--- src/rtl/nlfsr_gen.sv ---
// rtl/nlfsr_gen.sv - weight-threshold NLFSR with serial seeding, entropy warm-up and free run
// An all-zero register on any INIT/RUN step reloads LOCK_SEED instead of shifting.
module nlfsr_gen #(
  parameter int               WIDTH      = 16,
  parameter logic [WIDTH-1:0] TAP_MASK   = 16'h1390,
  parameter int               WEIGHT     = 1,
  parameter int               INIT_STEPS = 32,
  parameter bit               MIX_RUN    = 1'b0,
  parameter logic [WIDTH-1:0] LOCK_SEED  = {{(WIDTH-1){1'b0}}, 1'b1}
) (
  input  logic             clk,
  input  logic             rst,
  input  logic             start,
  input  logic             seed_d,
  input  logic             seed_valid,
  input  logic             ent_i,
  input  logic             ent_ce,
  input  logic             run_ce,
  output logic             bit_o,
  output logic             bit_valid,
  output logic [WIDTH-1:0] state_o,
  output logic             busy,
  output logic             lockup,
  output logic [7:0]       lock_cnt
);

  localparam logic [1:0] S_IDLE = 2'd0;
  localparam logic [1:0] S_LOAD = 2'd1;
  localparam logic [1:0] S_INIT = 2'd2;
  localparam logic [1:0] S_RUN  = 2'd3;

  localparam int LW = $clog2(WIDTH + 1);
  localparam int SW = (INIT_STEPS < 2) ? 1 : $clog2(INIT_STEPS + 1);
  localparam logic [LW-1:0] LOAD_LAST = LW'(WIDTH - 1);
  localparam logic [SW-1:0] STEP_LAST = SW'(INIT_STEPS - 1);

  logic [1:0]       r_state;
  logic [WIDTH-1:0] r_b;
  logic [LW-1:0]    r_load_cnt;
  logic [SW-1:0]    r_step_cnt;
  logic             r_bit_o;
  logic             r_bit_valid;
  logic             r_busy;
  logic             r_lockup;
  logic [7:0]       r_lock_cnt;

  logic [LW-1:0]    w_pop;
  logic             w_f;
  logic             w_zero;
  logic             w_mix;
  logic             w_in;
  logic             w_run_step;
  logic             w_step;
  logic [WIDTH-1:0] w_step_b;

  always_comb begin
    w_pop = '0;
    for (int i = 0; i < WIDTH; i++)
      w_pop = w_pop + LW'(r_b[i] & TAP_MASK[i]);
  end

  assign w_f        = (int'(w_pop) == WEIGHT);
  assign w_zero     = (r_b == '0);
  // start in RUN takes precedence over run_ce, so the abort never emits a bit
  assign w_run_step = (r_state == S_RUN) && !start && run_ce;
  assign w_step     = w_run_step || ((r_state == S_INIT) && ent_ce);
  assign w_mix      = (r_state == S_INIT) ? ent_i : (MIX_RUN & ent_ce & ent_i);
  assign w_in       = r_b[0] ^ w_f ^ w_mix;
  assign w_step_b   = w_zero ? LOCK_SEED : {w_in, r_b[WIDTH-1:1]};

  always_ff @(posedge clk) begin
    if (!rst) begin
      r_state     <= S_IDLE;
      r_b         <= '0;
      r_load_cnt  <= '0;
      r_step_cnt  <= '0;
      r_bit_o     <= 1'b0;
      r_bit_valid <= 1'b0;
      r_busy      <= 1'b0;
      r_lockup    <= 1'b0;
      r_lock_cnt  <= 8'd0;
    end else begin
      r_bit_valid <= 1'b0;
      r_lockup    <= 1'b0;
      if (w_step) begin
        r_b <= w_step_b;
        if (w_zero) begin
          r_lockup <= 1'b1;
          if (r_lock_cnt != 8'hFF)
            r_lock_cnt <= r_lock_cnt + 8'd1;
        end
      end
      if (w_run_step) begin
        r_bit_o     <= r_b[0];
        r_bit_valid <= 1'b1;
      end
      case (r_state)
        S_IDLE: begin
          if (start) begin
            r_state    <= S_LOAD;
            r_busy     <= 1'b1;
            r_load_cnt <= '0;
          end
        end
        S_LOAD: begin
          if (seed_valid) begin
            r_b        <= {seed_d, r_b[WIDTH-1:1]};
            r_load_cnt <= r_load_cnt + LW'(1);
            if (r_load_cnt == LOAD_LAST) begin
              r_step_cnt <= '0;
              if (INIT_STEPS == 0) begin
                r_state <= S_RUN;
                r_busy  <= 1'b0;
              end else begin
                r_state <= S_INIT;
              end
            end
          end
        end
        S_INIT: begin
          if (ent_ce) begin
            r_step_cnt <= r_step_cnt + SW'(1);
            if (r_step_cnt == STEP_LAST) begin
              r_state <= S_RUN;
              r_busy  <= 1'b0;
            end
          end
        end
        default: begin
          if (start) begin
            r_state    <= S_LOAD;
            r_busy     <= 1'b1;
            r_load_cnt <= '0;
          end
        end
      endcase
    end
  end

  assign bit_o     = r_bit_o;
  assign bit_valid = r_bit_valid;
  assign state_o   = r_b;
  assign busy      = r_busy;
  assign lockup    = r_lockup;
  assign lock_cnt  = r_lock_cnt;

endmodule

--- config.mk ---
export PLATFORM = sky130hd
export DESIGN_NAME = nlfsr_gen
export DESIGN_NICKNAME = d
export VERILOG_FILES = /design/src/rtl/nlfsr_gen.sv
export SDC_FILE = /design/constraint.sdc
export NUM_CORES = 1
export LEC_CHECK = 0
export CAP_MARGIN = 20
export CORE_UTILIZATION = 45
export DETAILED_ROUTE_END_ITERATION = 8
export GPL_TIMING_DRIVEN = 1
export PLACE_DENSITY = 0.73
export SLEW_MARGIN = 10
export SYNTH_ARGS = -nofsm -noshare
export SYNTH_HDL_FRONTEND = slang
export SYNTH_SLANG_ARGS = --single-unit
--- constraint.sdc ---
create_clock -name clk -period 6.35 [get_ports clk]
set_input_delay 1.27 -clock clk [delete_from_list [all_inputs] [get_ports clk]]
set_output_delay 1.27 -clock clk [all_outputs]
set_load 0.05 [all_outputs]
# Word-level counts from Yosys, hierarchy flattened
# Cells that the tools add are included.
word_totals:
  latchBits: 0
  romBits: 0
  inputBits: 8
  elab_cells: 71
  ram_bits: 0
  register_bits: 41
  output_inout_bits: 28
  mem_count: 0
classes:
  n_eq_ne: 11
  n_shift: 0
  n_mux: 24
  n_div: 0
  magnitude_cmp: 0
  addsub: 7
  mul: 0
  n_bitwise: 4
  n_reduce_logical: 16
op_table:
  columns: ["op", "count"]
  rows:
  - ["$mux W16", 4]
  - ["$mux W6", 3]
  - ["$logic_not A16 Y1", 1]
  - ["$pmux W6 S2", 1]
  - ["$mux W2", 5]
  - ["$mux W5", 2]
  - ["$pmux W5 S2", 1]
  - ["$add A8 B1 Y8 const B", 1]
  - ["$ne A8 B8 Y1 const B", 1]
  - ["$reduce_and A4 Y1", 2]
  - ["$add A6 B1 Y6 const B", 1]
  - ["$eq A6 B5 Y1 const B", 1]
  - ["$mux W1", 6]
  - ["$ne A2 B2 Y1 const B", 3]
  - ["$reduce_and A3 Y1", 2]
  - ["$reduce_bool A2 Y1", 3]
  - ["$add A4 B1 Y5", 1]
  - ["$add A5 B1 Y5 const B", 1]
  - ["$eq A5 B2 Y1 const B", 1]
  - ["$eq A5 B4 Y1 const B", 1]
  - ["$reduce_and A5 Y1", 1]
  - ["$add A3 B1 Y4", 1]
  - ["$eq A2 B2 Y1 const B", 2]
  - ["$pmux W2 S2", 1]
  - ["12 further kinds", 16]

# Logic depth before layout (Yosys ltp)
depth:
  ltp_word: 11
  ltp_mapped: 9

# Worst setup path after synthesis
# OpenSTA, ideal clock, no wires.
synth_path:
  path_type: "register to register"
  start: "register r_b[4], in the netlist state_o[4]"
  end: "register r_b[15], in the netlist state_o[15]"
  t_arrival_ns: 3.067
  synth_period_minus_slack_ns: 3.141
  stages_incl_launch_ff: 10
  required_ns: 6.276
  slack_ns: 3.209
  cell_sequence: "dfxtp_1 > inv_1 > fa_1 > inv_1 > fa_1 > ha_1 > or3b_2 > xnor3_1 > or3_1 > a31oi_1"
synth_between:
  elab_chain_len: 11
  word_cells_on_any_way: 12
  classes_between: "add/sub: 4; eq/ne: 1; mux: 4; bitwise: 2; reduce/logical: 1"
synth_rtl:
  columns: ["item", "line_no", "source"]
  rows:
  - ["start, declared", "38", "logic [WIDTH-1:0] r_b;"]
  - ["start signal, assigned", "86", "r_b <= w_step_b;"]
  - ["start signal, assigned", "107", "r_b <= {seed_d, r_b[WIDTH-1:1]};"]
  - ["$add A1 B1 Y2", "59", "w_pop = w_pop + LW'(r_b[i] & TAP_MASK[i]);"]
  - ["$add A2 B1 Y3", "59", null]
  - ["$add A3 B1 Y4", "59", null]
  - ["$add A4 B1 Y5", "59", null]
  - ["$eq A5 B2 Y1", "62", "assign w_f = (int'(w_pop) == WEIGHT);"]
  - ["$xor A1 B1 Y1 (2 in a row)", "68", "assign w_in = r_b[0] ^ w_f ^ w_mix;"]
  - ["$mux W16 (*)", "69", "assign w_step_b = w_zero ? LOCK_SEED : {w_in, r_b[WIDTH-1:1]};"]
  - ["$mux W16 (*)", "85", "if (w_step) begin"]
  - ["$mux W16", "106", "if (seed_valid) begin"]
  - ["$mux W16 (*)", "97", "case (r_state)"]
# Every way passes the cells marked *; elsewhere a longest branch is shown, timed or not.
# A chain may end at the register's enable or synchronous reset.

# Worst setup path after layout
layout_path:
  start: "input port rst"
  end: "register r_state[0]"
layout_rtl:
  columns: ["item", "line_no", "source"]
  rows:
  - ["start, declared", "12", "input logic rst,"]
  - ["end signal, assigned", "73", "r_state <= S_IDLE;"]
  - ["end signal, assigned", "100", "r_state <= S_LOAD;"]
  - ["end signal, assigned", "112", "r_state <= S_RUN;"]
  - ["end, declared", "37", "logic [1:0] r_state;"]
# No word-level cell between the ends.

==> reports/summary.txt <==
status: completed
EDFF count, synth: 0
Final Wtd Congestion: 0.791
Slew headroom: 0.444
Vias/cell: 5.75
vias in the first global route: 1442
Fillers: 378
# IOs: 36
Port Buffers: 35
Final ANT Viol Nets: 0
Leak Pwr: 0.870 nW
1st-iter DRT viols: 76
clk sinks: 41
drt drc: 0
share of layout cells above drive strength 1: 0.0868
Post-Syn Area: 2000 µm²
CTS Hold Buffers Added: 0
WS Path Type: in2reg
Cell Chain, Critical Path: clkdlybuf4s50_1 -> clkinv_1 -> a311oi_1
achievable frequency: 317 MHz
xor/xnor cell area share of the yosys netlist: 0.0244
clock latency at the later pin of the worst-skew pair: 0.30 ns
ys flop type: dfxtp_1
Nets: 260
crit-path max FO: 24
Peak VDD IR: 0.177 mV
mux contribution to synthesized area: 0.0251
Slowest-stage cell, CP: clkdlybuf4s50_1
Critical Path AT: 3.36 ns
Req. time, crit path: 6.55 ns
dpl ws: 2.91 ns
Starting Density: 0.485
Area after DPL: 2360 µm²
number of gates resized after CTS: 0
Synth warnings: 0
Avg Cell Area, Syn: 9.60 µm²
most frequent cells in the layout: 41 x dfxtp_1, 35 x clkdlybuf4s50_1, 15 x nand2_1, 14 x a32o_1, 14 x a21oi_1
Slew @ Worst Pin: 0.832 ns
CTS clk-pin slew, worst paths: 0.08 ns
Hold Crit Start: r_step_cnt[5]
Rows: 23
Synth top area share: 0.411
Hold Path Cell Cnt: 2
leading cell type in the layout, fill and taps excluded: dfxtp_1
crit start category: input port
Syn-to-layout area delta: 24.2%
Worst R2R Start: state_o[4]
total die area: 4710 µm²
top area cells in the synthesized netlist: dfxtp_1 41%, a32o_1 7.0%, ha_1 5.6%
Root Buffer: clkbuf_8
crit share post-route: 0.497
RSZ-0062 raised after global routing: false
initial antenna violation count: 0
reg2reg setup slack: 3.42 ns
Pwr Density: 303 nW/µm²
Yosys reg bits: 41
number of iterations in the first detailed-routing pass: 4
first-pass GRT wire length: 6.54 mm
crit path time final: 3.16 ns
Hold WC Path Type: reg2reg
Mapped Cells: 208
Setup Viol. Count Final: 0
wire length per cell: 14.7 µm
crit-path max cell delay: 1.01 ns
Hold EP: r_step_cnt[5]
Clock Path Buffers: 2
Synth cell types: 51
Compound-Gate Fraction of Synth Area: 0.207
largest family of logic cells by synthesized area: simple AND/OR/NAND/NOR gates
buffer count from post-CTS setup fixing: 0
Critical Path End Type: register
Synth area leader: dfxtp_1
Via Count: 1679
Pins Over Slew Limit: 0
max capacitance violation total: 0
cts bufs inserted: 5
DP Wirelength: 2.96 mm
Syn Nets: 227
CTS tree: done
Routed WL: 4.28 mm
Async S/R FF share, synth: 0
Setup TNS: 0 ns
Crit Reg-Reg Endpoint: state_o[15]
Final WS setup: 3.19 ns
simple-gate share of the synthesized area: 0.211
pin count of the biggest net entering global routing: 25
H-tree levels: 2
FF-to-FF path depth: 9
clock skew: 0.00473 ns
Total GRT Usage: 0.194
Die X-Extent: 68.6 µm
register area share after synthesis: 0.411
core box area: 4120 µm²
# diodes: 0
final hold violation count: 0
grt total ovfl: 0
die height: 68.6 µm
cell area after layout: 2480 µm²
adder-cell area share of the yosys netlist: 0.0764
==> worst max path at each step <==
stage / start / end / slack, ns / cells after the start
global route: rst / r_state[1] / 3.06 / 3
floorplan: state_o[4] / state_o[15] / 3.21 / 9
finish: rst / r_state[0] / 3.19 / 3
CTS: rst / r_state[0] / 3.23 / 3
detailed placement: rst / r_state[0] / 2.91 / 3
global placement: rst / r_state[1] / 2.98 / 3
==> Yosys cell counts, types with 2 or more instances <==
| master | instances |
|---|---|
| dfxtp_1 | 41 |
| nor4_2 | 4 |
| and3_1 | 2 |
| o31ai_1 | 5 |
| mux2i_1 | 5 |
| or3_1 | 3 |
| nand2_1 | 15 |
| nor3_1 | 5 |
| inv_1 | 10 |
| or4_1 | 5 |
| nor4_1 | 2 |
| o21ai_0 | 6 |
| ha_1 | 9 |
| a31oi_1 | 2 |
| a311oi_1 | 2 |
| a32o_1 | 14 |
| nand3_1 | 7 |
| nor2_1 | 12 |
| a21oi_1 | 14 |
| xnor2_1 | 3 |
| clkbuf_1 | 4 |
| fa_1 | 2 |
| nand2b_1 | 5 |
| buf_2 | 3 |
| a21bo_2 | 2 |
==> final cells by class <==
cell class	instances	area, µm²	area share
Clock buffer	6	82.6	0.0333
Sequential cell	41	821	0.331
Inverter	11	41.3	0.0166
Tap cell	50	62.6	0.0252
Timing Repair Buffer	35	350	0.141
Clock inverter	2	37.5	0.0151
Multi-Input combinational cell	147	1090	0.438
==> metal layers <==
metal | vias to the layer above | global-route usage | wire length (µm)
li1 | 847 | - | -
met1 | 784 | 0.244 | 2080
met2 | 41 | 0.303 | 1900
met3 | 7 | 0.0444 | 208
met4 | 0 | 0.109 | 89
met5 | - | 0 | 0
==> state kept, by name (all words and copies together) (netlist names) <==
register and count:
r_load_cnt 5, bit_valid 1, bit_o 1, r_step_cnt 6
r_state 2, lockup 1, lock_cnt 8, busy 1
state_o 16
==> critical path, delay by kind of cell <==
kind	cells	cell delay [ns]
compound gates	1	0.38
buf+inv	2	1.70
==> cell families after synthesis <==
| family | count (synthesis) |
|---|---|
| AOI/OAI and AO/OA | 55 |
| xor gates and xnor gates | 4 |
| adders and majority gates | 11 |
| buffers and inverters | 20 |
| DFF | 41 |
| muxes | 5 |
| and+or+nand+nor | 72 |
==> through the flow <==
step	instances	power, mW	hold WS, ns	utilization
6_report	292	0.752	0.484	0.603
5_1_grt	292	0.793	0.507	0.603
4_1_cts	292	0.758	0.491	0.603
3_5_place_dp	284	0.535	0.468	0.574
3_3_place_gp	284	0.534	0.460	0.574
2_1_floorplan	208	0.487	0.447	-
==> where the power goes <==
part / leakage [nW] / total (mW) / switching [mW] / internal (mW)
combinational: 0.481 / 0.235 / 0.150 / 0.0849
clock: 0.0574 / 0.223 / 0.0951 / 0.128
sequential: 0.331 / 0.294 / 0.0202 / 0.274
No activity file was read; power rests on OpenSTA's default activity.
